$ cat src/rtl/ff_conv_pkg.sv
// Shared types for the flip-flop conversion bank.
package ff_conv_pkg;

  typedef enum logic [1:0] {
    MODE_D  = 2'b00,
    MODE_T  = 2'b01,
    MODE_SR = 2'b10,
    MODE_JK = 2'b11
  } ff_mode_t;

  localparam ff_mode_t MODE_RESET = MODE_D;

endpackage

$ cat src/rtl/ff_conv_cell.sv
// One storage channel: mode register, next-state mux, q register and
// raw SR forbidden-input detect.
module ff_conv_cell
  import ff_conv_pkg::*;
(
  input  logic       clk,
  input  logic       rst,
  input  logic       en,
  input  logic       a,
  input  logic       b,
  input  logic       wr,
  input  logic [1:0] wr_val,
  output logic       q,
  output logic [1:0] mode,
  output logic       forbid
);

  ff_mode_t mode_r;
  logic     q_next;

  // Next q from the mode currently held; a same-edge mode write is not seen yet
  always_comb begin
    q_next = q;
    unique case (mode_r)
      MODE_D:  q_next = a;
      MODE_T:  q_next = q ^ a;
      MODE_SR: begin
        if (a && !b)      q_next = 1'b1;
        else if (!a && b) q_next = 1'b0;
      end
      MODE_JK: begin
        if (a && !b)      q_next = 1'b1;
        else if (!a && b) q_next = 1'b0;
        else if (a && b)  q_next = ~q;
      end
      default: q_next = q;
    endcase
  end

  // Mode register and q register; the mode path ignores the clock enable
  always_ff @(posedge clk) begin
    if (!rst) begin
      mode_r <= MODE_RESET;
      q      <= 1'b0;
    end else begin
      if (wr) mode_r <= ff_mode_t'(wr_val);
      if (en) q <= q_next;
    end
  end

  assign mode   = mode_r;
  assign forbid = en && (mode_r == MODE_SR) && a && b;

endmodule

$ cat src/rtl/ff_conv_bank.sv
// Bank of WIDTH run-time selectable D/T/SR/JK flip-flops with sticky
// SR forbidden-input flags. Define FF_CONV_ERRCNT_EN to build the
// saturating error-event counter; otherwise err_cnt is tied to zero.
module ff_conv_bank
  import ff_conv_pkg::*;
#(
  parameter int WIDTH = 8,
  parameter int CNT_W = 8
) (
  input  logic                     clk,
  input  logic                     rst,
  input  logic                     en,
  input  logic [WIDTH-1:0]         a,
  input  logic [WIDTH-1:0]         b,
  input  logic                     mode_wr,
  input  logic [$clog2(WIDTH)-1:0] mode_sel,
  input  logic [1:0]               mode_val,
  input  logic                     err_clr,
  output logic [WIDTH-1:0]         q,
  output logic [WIDTH-1:0]         qb,
  output logic [WIDTH-1:0]         illegal,
  output logic [2*WIDTH-1:0]       mode,
  output logic [CNT_W-1:0]         err_cnt
);

  localparam int SEL_W = $clog2(WIDTH);

  logic [WIDTH-1:0] forbid;

  // Out-of-range selects match no cell, so the write is dropped
  for (genvar i = 0; i < WIDTH; i++) begin : g_cell
    ff_conv_cell u_cell (
      .clk    (clk),
      .rst    (rst),
      .en     (en),
      .a      (a[i]),
      .b      (b[i]),
      .wr     (mode_wr && (mode_sel == SEL_W'(i))),
      .wr_val (mode_val),
      .q      (q[i]),
      .mode   (mode[2*i+1:2*i]),
      .forbid (forbid[i])
    );
  end

  assign qb = ~q;

  // Sticky flags; a new forbidden input outranks a same-edge clear
  always_ff @(posedge clk) begin
    if (!rst) illegal <= '0;
    else      illegal <= (err_clr ? '0 : illegal) | forbid;
  end

`ifdef FF_CONV_ERRCNT_EN
  logic err_event;
  assign err_event = |forbid;

  // One count per event edge regardless of channel count; clear then count
  always_ff @(posedge clk) begin
    if (!rst) begin
      err_cnt <= '0;
    end else if (err_clr) begin
      err_cnt <= err_event ? CNT_W'(1) : '0;
    end else if (err_event && (err_cnt != '1)) begin
      err_cnt <= err_cnt + CNT_W'(1);
    end
  end
`else
  assign err_cnt = '0;
`endif

endmodule

$ cat config.mk
export PLATFORM = sky130hd
export DESIGN_NAME = ff_conv_bank
export DESIGN_NICKNAME = d
export VERILOG_FILES = /design/src/rtl/ff_conv_pkg.sv /design/src/rtl/ff_conv_cell.sv /design/src/rtl/ff_conv_bank.sv
export SDC_FILE = /design/constraint.sdc
export NUM_CORES = 1
export LEC_CHECK = 0
export BUFFER_PORTS_ARGS = -buffer_cell sky130_fd_sc_hd__buf_2
export CAP_MARGIN = 30
export CORE_MARGIN = 2
export CORE_UTILIZATION = 50
export DETAILED_ROUTE_END_ITERATION = 10
export PLACE_DENSITY = 0.79
export SYNTH_ARGS = -nofsm -noshare
export SYNTH_HDL_FRONTEND = slang
export SYNTH_HIERARCHICAL = 1
export SYNTH_SLANG_ARGS = --single-unit
$ cat constraint.sdc
create_clock -name clk -period 1.1 [get_ports clk]
set_clock_uncertainty 0.1 [all_clocks]
set_input_delay 0.11 -clock clk [delete_from_list [all_inputs] [get_ports clk]]
set_output_delay 0.11 -clock clk [all_outputs]
set_load 0.005 [all_outputs]
==> metrics.txt <==
outcome=complete, no violations; gr usage total=~22%; most used cell, CP=buf_6; worst hold path stage count=3; critical path data arrival time=~860 ps; clk sinks=32; grt met2 use=between 30 and 40%; H-tree lvl count=2; largest net degree at the start of global routing=33; leakage power=about 1.4 nW; port bufs=between 60 and 70; post-layout minimum cycle time=1070 ps; reg2reg end=g_cell[5].u_cell/q$_SDFFE_PN0P_; FMAX=around 940 MHz; cell count after synthesis=247; vias per std cell=approximately 5.0; Sw Share=25.2%; Synth-to-Final Area Change=41.4%; Hold WC Path Type=in2reg; Site Rows=23; die area=4710 µm²; element type at the critical path end=output port; Synth top cells by count=dfxtp_1, inv_1, ha_1, mux2i_1, nor2b_1; Tcrit/Tclk final=a little over nine tenths; Clock Pin Slew Worst Setup and Hold Paths=roughly 70 ps; busiest grt layer=met2; CTS tree=yes; 1st-pass router iterations=4; reg2reg setup slack=70 ps; min-delay src=mode_val[1]; Avg Synthesized Cell Area=roughly 8.5 µm²; Num CTS Buffers=5; initial antenna violation count=0; CORE AREA=about 4000 µm²; filler cell count=318; CTS Buffer Depth=2; largest cells by area after synthesis=dfxtp_1, ha_1, mux2i_1; register area share after synthesis=30.7%; #FFs+latches synth=32; layout cells sized above 1=approximately two fifths; Pint=between 2 and 2.5 mW; Peak VDD IR=~550 µV; Synth async-reset ratio=0%; Max-cap violations=0; drt total wl=about 4900 µm; overall die width=68.6 µm; worst path cell trace=buf_6, buf_6; Overall Power=~2.8 mW; Slowest-stage cell, CP=dfxtp_4; setup TNS=0 ps; Post-synth EDFFs=0; Initial Util=52.2%; ANT nets after route=0; RR Startpoint=g_cell[5].u_cell/mode[0]$_SDFFE_PN0P_; Syn Std Cell Area=approximately 2100 µm²; Primary FF master, synth=dfxtp_1; via count=approximately 2000; GRT Residual Overflow=0; fin. max-slew vios=0; worst path required time=approximately 890 ps; drc violations=0; Nets=401; PD cells=approximately 960 nW/µm²; vias in the first global route=~1800; Register-to-Register Path Depth=4; Yosys top cell area share=between 30% and 40%; Ports=74; synth unique cells=18; post-DP HPWL=approximately 3600 µm; Crit Path Max Fanout=4; share of total power in sequential cells=44.0%; RSZ-0062 raised after global routing=true; startpoint types=flip-flop; Yosys top cell by area=dfxtp_1; DP Area=roughly 2700 µm²; Clk pwr share=about 39%; number of diodes=0; clk root buf=clkbuf_8; Worst-Skew Late Latency=about 280 ps; switching power=roughly 700 µW; Iter 0 DRT Violations=95; count of final hold-check violations=0; Gate power share=17.4%; setup violators final=0; met3 Use GR=between 5 and 6%; first-pass GRT wire length=between 7000 and 8000 µm; Die Y=68.6 µm; CP max stage delay=360 ps; Synth warnings=6; Final Instance Area=between 2000 and 3000 µm²; Avg WL per Cell=about 12 µm; critical path type=reg2out; Worst Hold Path EP=g_cell[5].u_cell/mode[1]$_SDFFE_PN0P_; GPL Wtd Cong=between 0.8 and 0.9; routing usage on met1=around a quarter
stage by stage:
step                hold WS [ps]  utilization [%]  cells  setup slack, ps
finish                       115             73.9    402             31.9
global route                 118             73.9    402            -28.7
CTS                          108             71.0    402             3.31
detailed placement           406             68.0    394             -100
global placement             407             68.0    394            -41.7
floorplan                    138                -    254             77.1
cell type report:
| cell class | count | area [µm²] | share of cell area, % |
|---|---|---|---|
| Clock buffer | 6 | 72.6 | 2.46 |
| Clock inverter | 2 | 35.0 | 1.19 |
| Inverter | 32 | 120 | 4.07 |
| Multi-Input combinational cell | 181 | 1350 | 45.6 |
| Sequential cell | 32 | 676 | 22.9 |
| Tap cell | 50 | 62.6 | 2.12 |
| Timing Repair Buffer | 99 | 641 | 21.7 |
registers in the layout, summed over array words and instances (netlist names):
signal	count
illegal	8
g_cell.u_cell/q	8
g_cell.u_cell/mode	16
cells by family after synthesis:
group | after synthesis | share of synthesized area (%)
flops | 32 | 30.7
buf+inv | 41 | 8.86
fa+ha+maj | 24 | 14.4
other cells | 1 | 0.179
compound gates | 48 | 13.4
simple gates | 77 | 21.0
mux | 24 | 11.5
placed cells by master, fill, tap and decap left out, drive strengths merged, types with 14 or more instances in the layout:
master and count:
a31oi 16, buf 99, dfxtp 32, ha 24
inv 32, mux2i 24, nor2 14, nor2b 24
nor3b 16, o21ai 16
power by group through the flow:
stage	sequential, mW	clock, mW	combinational [mW]
after floorplan	1.26	0	0.208
after global placement	1.27	0	0.461
after detailed placement	1.27	0	0.477
final	1.25	1.10	0.495
after CTS	1.24	1.13	0.478
after global routing	1.26	1.19	0.560
layer usage:
layer	up-vias	part of all wire [%]
met1	935	44
li1	1032	-
met3	4	5.1
met5	-	0
met4	0	1.2
met2	54	50
worst max path at each step:
stage,startpoint,end,slack (ps),depth (start not counted)
3_3_place_gp,mode_sel[2],g_cell[0].u_cell/mode[1]$_SDFFE_PN0P_,-40,6
3_5_place_dp,mode_sel[2],g_cell[0].u_cell/mode[0]$_SDFFE_PN0P_,-100,6
6_report,g_cell[4].u_cell/mode[0]$_SDFFE_PN0P_,mode[8],30,2
5_1_grt,g_cell[4].u_cell/mode[0]$_SDFFE_PN0P_,g_cell[4].u_cell/q$_SDFFE_PN0P_,-30,4
4_1_cts,g_cell[4].u_cell/mode[1]$_SDFFE_PN0P_,mode[9],3,1
2_1_floorplan,mode_sel[2],g_cell[0].u_cell/mode[0]$_SDFFE_PN0P_,80,4
critical path, delay by kind of cell (launching register included):
family	cells	cell delay, ps
flip-flops	1	360
buffers and inverters	2	220
timing repair:
| item | CTS | global route |
|---|---|---|
| cloned | 0 | 0 |
| setup endpoints to repair | 12 | 27 |
| resized for setup | 11 | 37 |
| buffers inserted | 0 | 2 |
| pin swaps | 0 | 3 |
| hold buffers | 0 | 0 |
(Power assumes the default switching activity.)
